**config.mk**
```make
export PLATFORM = sky130hd
export DESIGN_NAME = pipe_ctrl
export DESIGN_NICKNAME = d
export VERILOG_FILES = /design/src/rtl/pipe_ctrl_pkg.sv /design/src/rtl/pipe_ctrl_hold_watchdog.sv /design/src/rtl/pipe_ctrl.sv
export SDC_FILE = /design/constraint.sdc
export NUM_CORES = 1
export LEC_CHECK = 0
export CORE_ASPECT_RATIO = 1.4
export CORE_MARGIN = 4
export CORE_UTILIZATION = 34
export CTS_CLUSTER_DIAMETER = 150
export CTS_CLUSTER_SIZE = 20
export DETAILED_ROUTE_END_ITERATION = 8
export HOLD_SLACK_MARGIN = 0.06
export PLACE_DENSITY = 0.84
export SLEW_MARGIN = 0
export SYNTH_ARGS = -nofsm -noshare
export SYNTH_HDL_FRONTEND = slang
export SYNTH_HIERARCHICAL = 1
export SYNTH_SLANG_ARGS = --single-unit
```
**constraint.sdc**
```tcl
create_clock -name clk_i -period 1.8 [get_ports clk_i]
set_input_delay 0.54 -clock clk_i [delete_from_list [all_inputs] [get_ports clk_i]]
set_output_delay 0.54 -clock clk_i [all_outputs]
set_load 0.01 [all_outputs]
```
**src/rtl/pipe_ctrl_pkg.sv**
```systemverilog
// rtl/pipe_ctrl_pkg.sv - shared constants and state encoding for the pipeline sequencer
package pipe_ctrl_pkg;

  localparam int XLEN = 32;

  localparam logic [1:0] ST_RUN   = 2'd0;
  localparam logic [1:0] ST_DRAIN = 2'd1;
  localparam logic [1:0] ST_TRAP  = 2'd2;

  typedef enum logic [1:0] {
    S_RUN   = ST_RUN,
    S_DRAIN = ST_DRAIN,
    S_TRAP  = ST_TRAP
  } state_e;

endpackage

```
**src/rtl/pipe_ctrl_hold_watchdog.sv**
```systemverilog
// rtl/pipe_ctrl_hold_watchdog.sv - bus stall watchdog: counts consecutive stall cycles, pulses once on timeout
//
// Ports:
//   clk_i   clock, rising edge
//   rstn_i  asynchronous active-low reset
//   hold_i  bus stall request
//   err_o   1-cycle pulse on the stall cycle that brings the count to TIMEOUT
module pipe_ctrl_hold_watchdog #(
  parameter int TIMEOUT = 255
) (
  input  logic clk_i,
  input  logic rstn_i,
  input  logic hold_i,
  output logic err_o
);

  localparam logic [7:0] CNT_MAX  = 8'(TIMEOUT);
  localparam logic [7:0] CNT_LAST = 8'(TIMEOUT - 1);

  logic [7:0] cnt_q, cnt_d;

  // Counter saturates at TIMEOUT, so the pre-terminal value is seen only once per stall.
  always_comb begin
    cnt_d = cnt_q;
    if (!hold_i) begin
      cnt_d = '0;
    end else if (cnt_q != CNT_MAX) begin
      cnt_d = cnt_q + 8'd1;
    end
  end

  always_ff @(posedge clk_i or negedge rstn_i) begin
    if (!rstn_i) begin
      cnt_q <= '0;
    end else begin
      cnt_q <= cnt_d;
    end
  end

  assign err_o = hold_i && (cnt_q == CNT_LAST);

endmodule

```
**src/rtl/pipe_ctrl.sv**
```systemverilog
// rtl/pipe_ctrl.sv - pipeline sequencer: hold merge, jump/trap redirect, flush and trap entry
//
// Ports:
//   clk_i, rstn_i                   clock / asynchronous active-low reset
//   exPC_i                          PC of the instruction in EX
//   exJumpEn_i, exJumpAddr_i        EX taken branch/jump and target
//   exHoldReq_i, busHoldReq_i       EX multi-cycle busy, bus stall
//   clintReq_i, clintAddr_i         trap request (level) and vector
//   clintAck_o, trapRetPC_o         trap taken pulse and return PC
//   pcJumpEn_o, pcJumpAddr_o        PC register jump redirect
//   pcTrapEn_o, pcTrapAddr_o        PC register trap redirect
//   holdFlag_o                      freeze PC and pipeline registers
//   flushIF_o, flushID_o            clear IF/ID and ID/EX registers
//   busErr_o                        bus timeout pulse
module pipe_ctrl
  import pipe_ctrl_pkg::*;
#(
  parameter int FLUSH_CYCLES = 2,
  parameter int BUS_TIMEOUT  = 255
) (
  input  logic            clk_i,
  input  logic            rstn_i,
  input  logic [XLEN-1:0] exPC_i,
  input  logic            exJumpEn_i,
  input  logic [XLEN-1:0] exJumpAddr_i,
  input  logic            exHoldReq_i,
  input  logic            busHoldReq_i,
  input  logic            clintReq_i,
  input  logic [XLEN-1:0] clintAddr_i,
  output logic            clintAck_o,
  output logic [XLEN-1:0] trapRetPC_o,
  output logic            pcJumpEn_o,
  output logic [XLEN-1:0] pcJumpAddr_o,
  output logic            pcTrapEn_o,
  output logic [XLEN-1:0] pcTrapAddr_o,
  output logic            holdFlag_o,
  output logic            flushIF_o,
  output logic            flushID_o,
  output logic            busErr_o
);

  localparam logic [1:0] FLUSH_RELOAD = 2'(FLUSH_CYCLES - 1);

  state_e            state_q, state_d;
  logic [1:0]        flush_cnt_q, flush_cnt_d;
  logic [XLEN-1:0]   last_tgt_q, last_tgt_d;
  logic              redir_q;

  logic              jump_en, trap_en, hold, redirect, bus_err;

  always_comb begin
    state_d = state_q;
    jump_en = exJumpEn_i;
    trap_en = 1'b0;
    hold    = exHoldReq_i | busHoldReq_i;
    unique case (state_q)
      S_RUN: begin
        // A jump in the same cycle is taken now; the trap follows next cycle.
        if (clintReq_i) begin
          state_d = exHoldReq_i ? S_DRAIN : S_TRAP;
        end
      end
      S_DRAIN: begin
        hold = 1'b1;
        if (!clintReq_i) begin
          state_d = S_RUN;
        end else if (!exHoldReq_i) begin
          state_d = S_TRAP;
        end
      end
      S_TRAP: begin
        // Trap owns the redirect: the EX jump is dropped and nothing is held.
        jump_en = 1'b0;
        trap_en = 1'b1;
        hold    = 1'b0;
        state_d = S_RUN;
      end
      default: state_d = S_RUN;
    endcase
  end

  assign redirect = jump_en | trap_en;

  always_comb begin
    flush_cnt_d = flush_cnt_q;
    last_tgt_d  = last_tgt_q;
    if (redirect) begin
      flush_cnt_d = FLUSH_RELOAD;
      last_tgt_d  = trap_en ? clintAddr_i : exJumpAddr_i;
    end else if (flush_cnt_q != 2'd0 && !hold) begin
      flush_cnt_d = flush_cnt_q - 2'd1;
    end
  end

  always_ff @(posedge clk_i or negedge rstn_i) begin
    if (!rstn_i) begin
      state_q     <= S_RUN;
      flush_cnt_q <= '0;
      last_tgt_q  <= '0;
      redir_q     <= 1'b0;
    end else begin
      state_q     <= state_d;
      flush_cnt_q <= flush_cnt_d;
      last_tgt_q  <= last_tgt_d;
      redir_q     <= redirect;
    end
  end

  pipe_ctrl_hold_watchdog #(
    .TIMEOUT (BUS_TIMEOUT)
  ) u_watchdog (
    .clk_i  (clk_i),
    .rstn_i (rstn_i),
    .hold_i (busHoldReq_i),
    .err_o  (bus_err)
  );

  // Combinational paths are gated by reset so every output reads 0 while rstn_i is low.
  always_comb begin
    pcJumpEn_o   = rstn_i & jump_en;
    pcJumpAddr_o = rstn_i ? exJumpAddr_i : '0;
    pcTrapEn_o   = rstn_i & trap_en;
    pcTrapAddr_o = (rstn_i && trap_en) ? clintAddr_i : '0;
    clintAck_o   = rstn_i & trap_en;
    // A redirect last cycle means exPC is stale; the real next PC is the last target.
    trapRetPC_o  = (rstn_i && trap_en) ? (redir_q ? last_tgt_q : exPC_i) : '0;
    holdFlag_o   = rstn_i & hold;
    flushIF_o    = rstn_i & (redirect | (flush_cnt_q != 2'd0));
    flushID_o    = flushIF_o;
    busErr_o     = rstn_i & bus_err;
  end

endmodule

```
== After elaboration in Yosys (flattened, before gate mapping) ==
Cells that the tools add are included.

* Bits in read-only memories: 0
* RAM bits: 0
* Bits in latches: 0
* Flip-flop bits (word level): 45
* Memories: 0
* Input bits: 102

* Div/mod/pow operators: 0
* Reductions and logical operators: 8
* Shift-type cells: 0
* Magnitude comparators: 0
* Bitwise gates (word level): 8
* Multipliers: 0
* Multiplexer cells: 17
* Add/subtract/negate cells: 2
* Equal/unequal tests: 7

{| class="wikitable"
|+ Operator list
! cell !! number
|-
| $mux 32 || 5
|-
| $mux 8 || 2
|-
| $mux 2 || 6
|-
| $add 8x1->8 const B || 1
|-
| $eq 8x8->1 const B || 1
|-
| $ne 8x8->1 const B || 1
|-
| $and 1x1->1 || 5
|-
| $pmux 2 s2 || 1
|-
| $reduce_bool 2->1 || 2
|-
| $logic_and 1x1->1 || 3
|-
| $ne 3x3->1 const B || 1
|-
| $or 1x1->1 || 3
|-
| $eq 2x1->1 const B || 1
|-
| $eq 2x2->1 const B || 1
|-
| $logic_not 2->1 || 1
|-
| $mux 1 || 2
|-
| $ne 2x1->1 const B || 1
|-
| $ne 2x2->1 const B || 1
|-
| $pmux 1 s2 || 1
|-
| $reduce_and 2->1 || 1
|-
| $sub 2x1->2 const B || 1
|-
| $logic_not 1->1 || 1
|}

== Logic depth before layout (Yosys ltp) ==
* Depth in word-level cells: 6
* Mapped depth: 7
* Gate-level depth less buffers: 5

== Hierarchy ==
The synthesis kept the hierarchy.

{| class="wikitable"
|+ By module, submodules not included
! module !! cells an instance !! instances !! area an instance (um2)
|-
| pipe_ctrl || 326 || 1 || 2786.4
|-
| pipe_ctrl_hold_watchdog || 46 || 1 || 441.7
|}

== Least setup slack after synthesis ==
OpenSTA, ideal clock, no wires.

* Path kind: register -> output
* From: register state_q[0]
* To: output port flushIF_o
* Buffers on the path: 2
* Stages on the path, launching flop included: 7
* Slack: -0.098 ns
* Arrival time: 1.358 ns
* Required time: 1.260 ns
* Cell sequence: dfrtp_1 -> inv_1 -> ha_1 -> clkbuf_8 -> nor2_1 -> a21boi_0 -> buf_4

* Cells in the longest elaborated chain, start to end: 5
* Elaborated cells on any way between the ends: 6
* Classes of those cells: eq/ne (1); mux (2); bitwise (3)

{| class="wikitable"
|+ RTL lines
! what !! line !! text
|-
| from (decl) || pipe_ctrl.sv:44 || <nowiki>state_e state_q, state_d;</nowiki>
|-
| from (signal assigned) || pipe_ctrl.sv:102 || <nowiki>state_q <= state_d;</nowiki>
|-
| $eq 2x2->1 * || pipe_ctrl.sv:56 || <nowiki>unique case (state_q)</nowiki>
|-
| $mux 1 || pipe_ctrl.sv:56 ||
|-
| $or 1x1->1 * || pipe_ctrl.sv:82 || <nowiki>assign redirect = jump_en | trap_en;</nowiki>
|-
| $or 1x1->1 * || pipe_ctrl.sv:128 || <nowiki>flushIF_o = rstn_i & (redirect | (flush_cnt_q != 2'd0));</nowiki>
|-
| $and 1x1->1 * || pipe_ctrl.sv:128 ||
|-
| to (decl) || pipe_ctrl.sv:37 || <nowiki>output logic flushIF_o,</nowiki>
|}

Mark *: on every way between the ends. The rest lies on a longest branch, timed or not.

== Worst setup path after layout ==
* From: register state_q[1]
* To: output port clintAck_o

* Cells in the longest elaborated chain, start to end: 3

{| class="wikitable"
|+ RTL lines
! what !! line !! text
|-
| $eq 2x2->1 || pipe_ctrl.sv:56 ||
|-
| $mux 1 || pipe_ctrl.sv:56 ||
|-
| $and 1x1->1 || pipe_ctrl.sv:124 || <nowiki>clintAck_o = rstn_i & trap_en;</nowiki>
|-
| to (decl) || pipe_ctrl.sv:30 || <nowiki>output logic clintAck_o,</nowiki>
|}

No other way between the ends.

==> impl_metrics.tcl <==
set metrics [dict create \
    synth_edf_count 0 \
    vias 4084 \
    period_minus_slack_ns 2.17 \
    synth-seq-area-share_pct 34.9 \
    start_util_pct 35.4 \
    routed_wl_microns 15500 \
    grtUsageTotal_pct 23.3 \
    start_kind "flop" \
    firstDrtPassIters 4 \
    worst_slew_pin_slew_ns 0.452 \
    synth_ff_type "dfrtp_1" \
    ant_nets 0 \
    holdWs_ns 0.292 \
    rr_endpoint "last_tgt_q[1]" \
    layout_commonest_cell "buf_4" \
    status "complete, but fails checks" \
    dpl.cell_count 745 \
    dp_hpwl_microns 9880 \
    root_buffer "clkbuf_16" \
    setup_viol 71 \
    yosysTopAreaCell "dfrtp_1" \
    slowest_stage "dfrtp_1" \
    pin_count 205 \
    cp.required_ns 1.26 \
    clock_path_buffers 2 \
    routed_via_density 5.21 \
    r2r_slack_ns 0.04 \
    die_h_microns 123 \
    hp-class "in -> async" \
    n_antenna_cell 0 \
    drtIter0Drc 147 \
    hold_viol 0 \
    drc 0 \
    final_max_slew_viol_count 0 \
    finClkSkew_ns 0.00589 \
    nNetsFinal 784 \
    cts_made_buffers 5 \
    core_sq_um 9130 \
    die_w_microns 90.4 \
    worst_path_most_repeated_cell "buf_6" \
    period_share_pct 121 \
    portBuffers 204 \
    cap_violations 0 \
    cts_max_level 2 \
    final_cell_mix "buf_4 (98), clkdlybuf4s50_1 (65), buf_6 (64)" \
    syn_to_final_growth_pct 115 \
    post_drt_wl_per_cell_microns 19.7 \
    cts_tree "built" \
    path_cells "buf_6, ha_4, nand2_8, buf_16, buf_12, clkinv_8, buf_6" \
    fillers 599 \
    async_flop_share_pct 100 \
    grt_max_degree 34 \
    syn_inst 372 \
    grt_pass1_vias 4083 \
    postSynthAreaPerCell_sq_um 8.68 \
    criticalPathCategory "reg -> out" \
    max_stage_delay_ns 0.41 \
    cts_sinks 45 \
    antenna_found_initial 1 \
    slew_headroom_pct 69.9 \
    path_max_fanout 8 \
    max_freq_ghz 0.460 \
    p_leak_nw 3.42 \
    peakVddDrop_uv 901 \
    violations "setup timing" \
    grt.overflow.total 0 \
    worstPathArrival_ns 1.63 \
    path_buf_inv 5 \
    synthesis.nets 480 \
    rsz0062_at_grt "yes" \
    fp-row-count 41 \
    crit_family "buffers and inverters" \
    gp_congestion 0.833 \
    path_clk_slew_ns 0.07 \
    drive_above_1_share_pct 47.1 \
    rr_worst_depth 10 \
    grt_pass1_wl_microns 20900 \
    ys_top_cells_by_area "dfrtp_1 (35%), mux2i_1 (20%), and3_1 (6.6%)" \
    die_area_sq_um 11100 \
    synth_top_cell_area_share_pct 34.9 \
    crit-reg2reg-launch "state_q[1]" \
    fin_cells 784 \
    power.density_nw_per_um2 1060 \
    ys_warn_count 6 \
    setup_ws_ns -0.372 \
    cp-end-kind "output port" \
    synth_cell_type_count 40 \
    syn_area_sq_um 3230 \
    clk_latency_ns 0.28 \
    synth_seq_cells 45 \
]
-- synthesized netlist by cell type, types with 6 or more instances --
library cell and n:
mux2i_1 65, inv_1 9, clkbuf_1 10, ha_1 6, nor2_1 34, nor3_1 7, and3_1 34, and2_1 33
o21ai_0 14, o21ai_1 21, buf_2 8, buf_4 9, dfrtp_1 45, nand2_1 39
-- routing by layer --
metal  track usage, %  share of wire (%)  vias to the layer above  wire length, microns
met5                0              0.045                        -                     7
met4             7.28                2.1                        2                   325
met3             4.87                5.4                       31                   829
met2             45.4                 56                      169                  8660
met1             25.2                 37                     1981                  5660
li1                 -                  -                     1901                     -
-- cell families after synthesis --
kind of cell	share of synthesized area, %
DFF	34.9
adders and majority gates	2.33
AOI/OAI and AO/OA	9.61
buffers and inverters	6.78
and+or+nand+nor	26.2
muxes	20.2
-- cell type report --
| class | count | area [sq um] | area share [%] |
|---|---|---|---|
| sequential | 45 | 1130 | 16.2 |
| tap | 107 | 134 | 1.92 |
| inverter | 9 | 46.3 | 0.666 |
| clock buffer | 7 | 143 | 2.05 |
| timing repair buffer | 329 | 3170 | 45.6 |
| multi-input combinational | 286 | 2320 | 33.4 |
| clock inverter | 1 | 7.51 | 0.108 |
-- registers in the layout, indices dropped and copies added (netlist names) --
signal / cells
last_tgt_q: 32
flush_cnt_q: 2
state_q: 2
redir_q: 1
u_watchdog/cnt_q: 8
-- timing repair --
action                     4_1_cts  5_1_grt
pin swaps                        9       36
hold buffers                     0        0
gates cloned                     5        6
setup endpoints to repair      103       84
resized for setup              441      196
buffers inserted                 8       13
-- where the power goes --
part           switching, W  internal [W]
clock network      0.000385      0.000554
logic               0.00217       0.00254
registers          0.000282       0.00142
total               0.00284       0.00452
-- how the worst max path moves through the flow --
stage,depth (start not counted),start,end,slack [ns]
final,7,state_q[1],clintAck_o,-0.37
after global routing,7,state_q[1],clintAck_o,-0.41
after CTS,5,state_q[1],holdFlag_o,-0.38
after detailed placement,4,busHoldReq_i,holdFlag_o,-0.78
after global placement,4,busHoldReq_i,holdFlag_o,-0.77
after floorplan,4,state_q[0],holdFlag_o,-0.008
-- stage by stage --
step / setup TNS, ns / setup WS [ns] / cell area [sq um] / util, % / power (W)
3_5_place_dp: -47.22 / -0.780 / 5980 / 65.5 / 0.00488
3_3_place_gp: -45.98 / -0.774 / 5980 / 65.5 / 0.00473
5_1_grt: -23.90 / -0.407 / 6960 / 76.2 / 0.00773
2_1_floorplan: -0.00751 / -0.00751 / 3230 / - / 0.00325
4_1_cts: -18.51 / -0.379 / 6020 / 65.9 / 0.00612
6_report: -19.90 / -0.372 / 6960 / 76.2 / 0.00736
(Power assumes the default switching activity.)
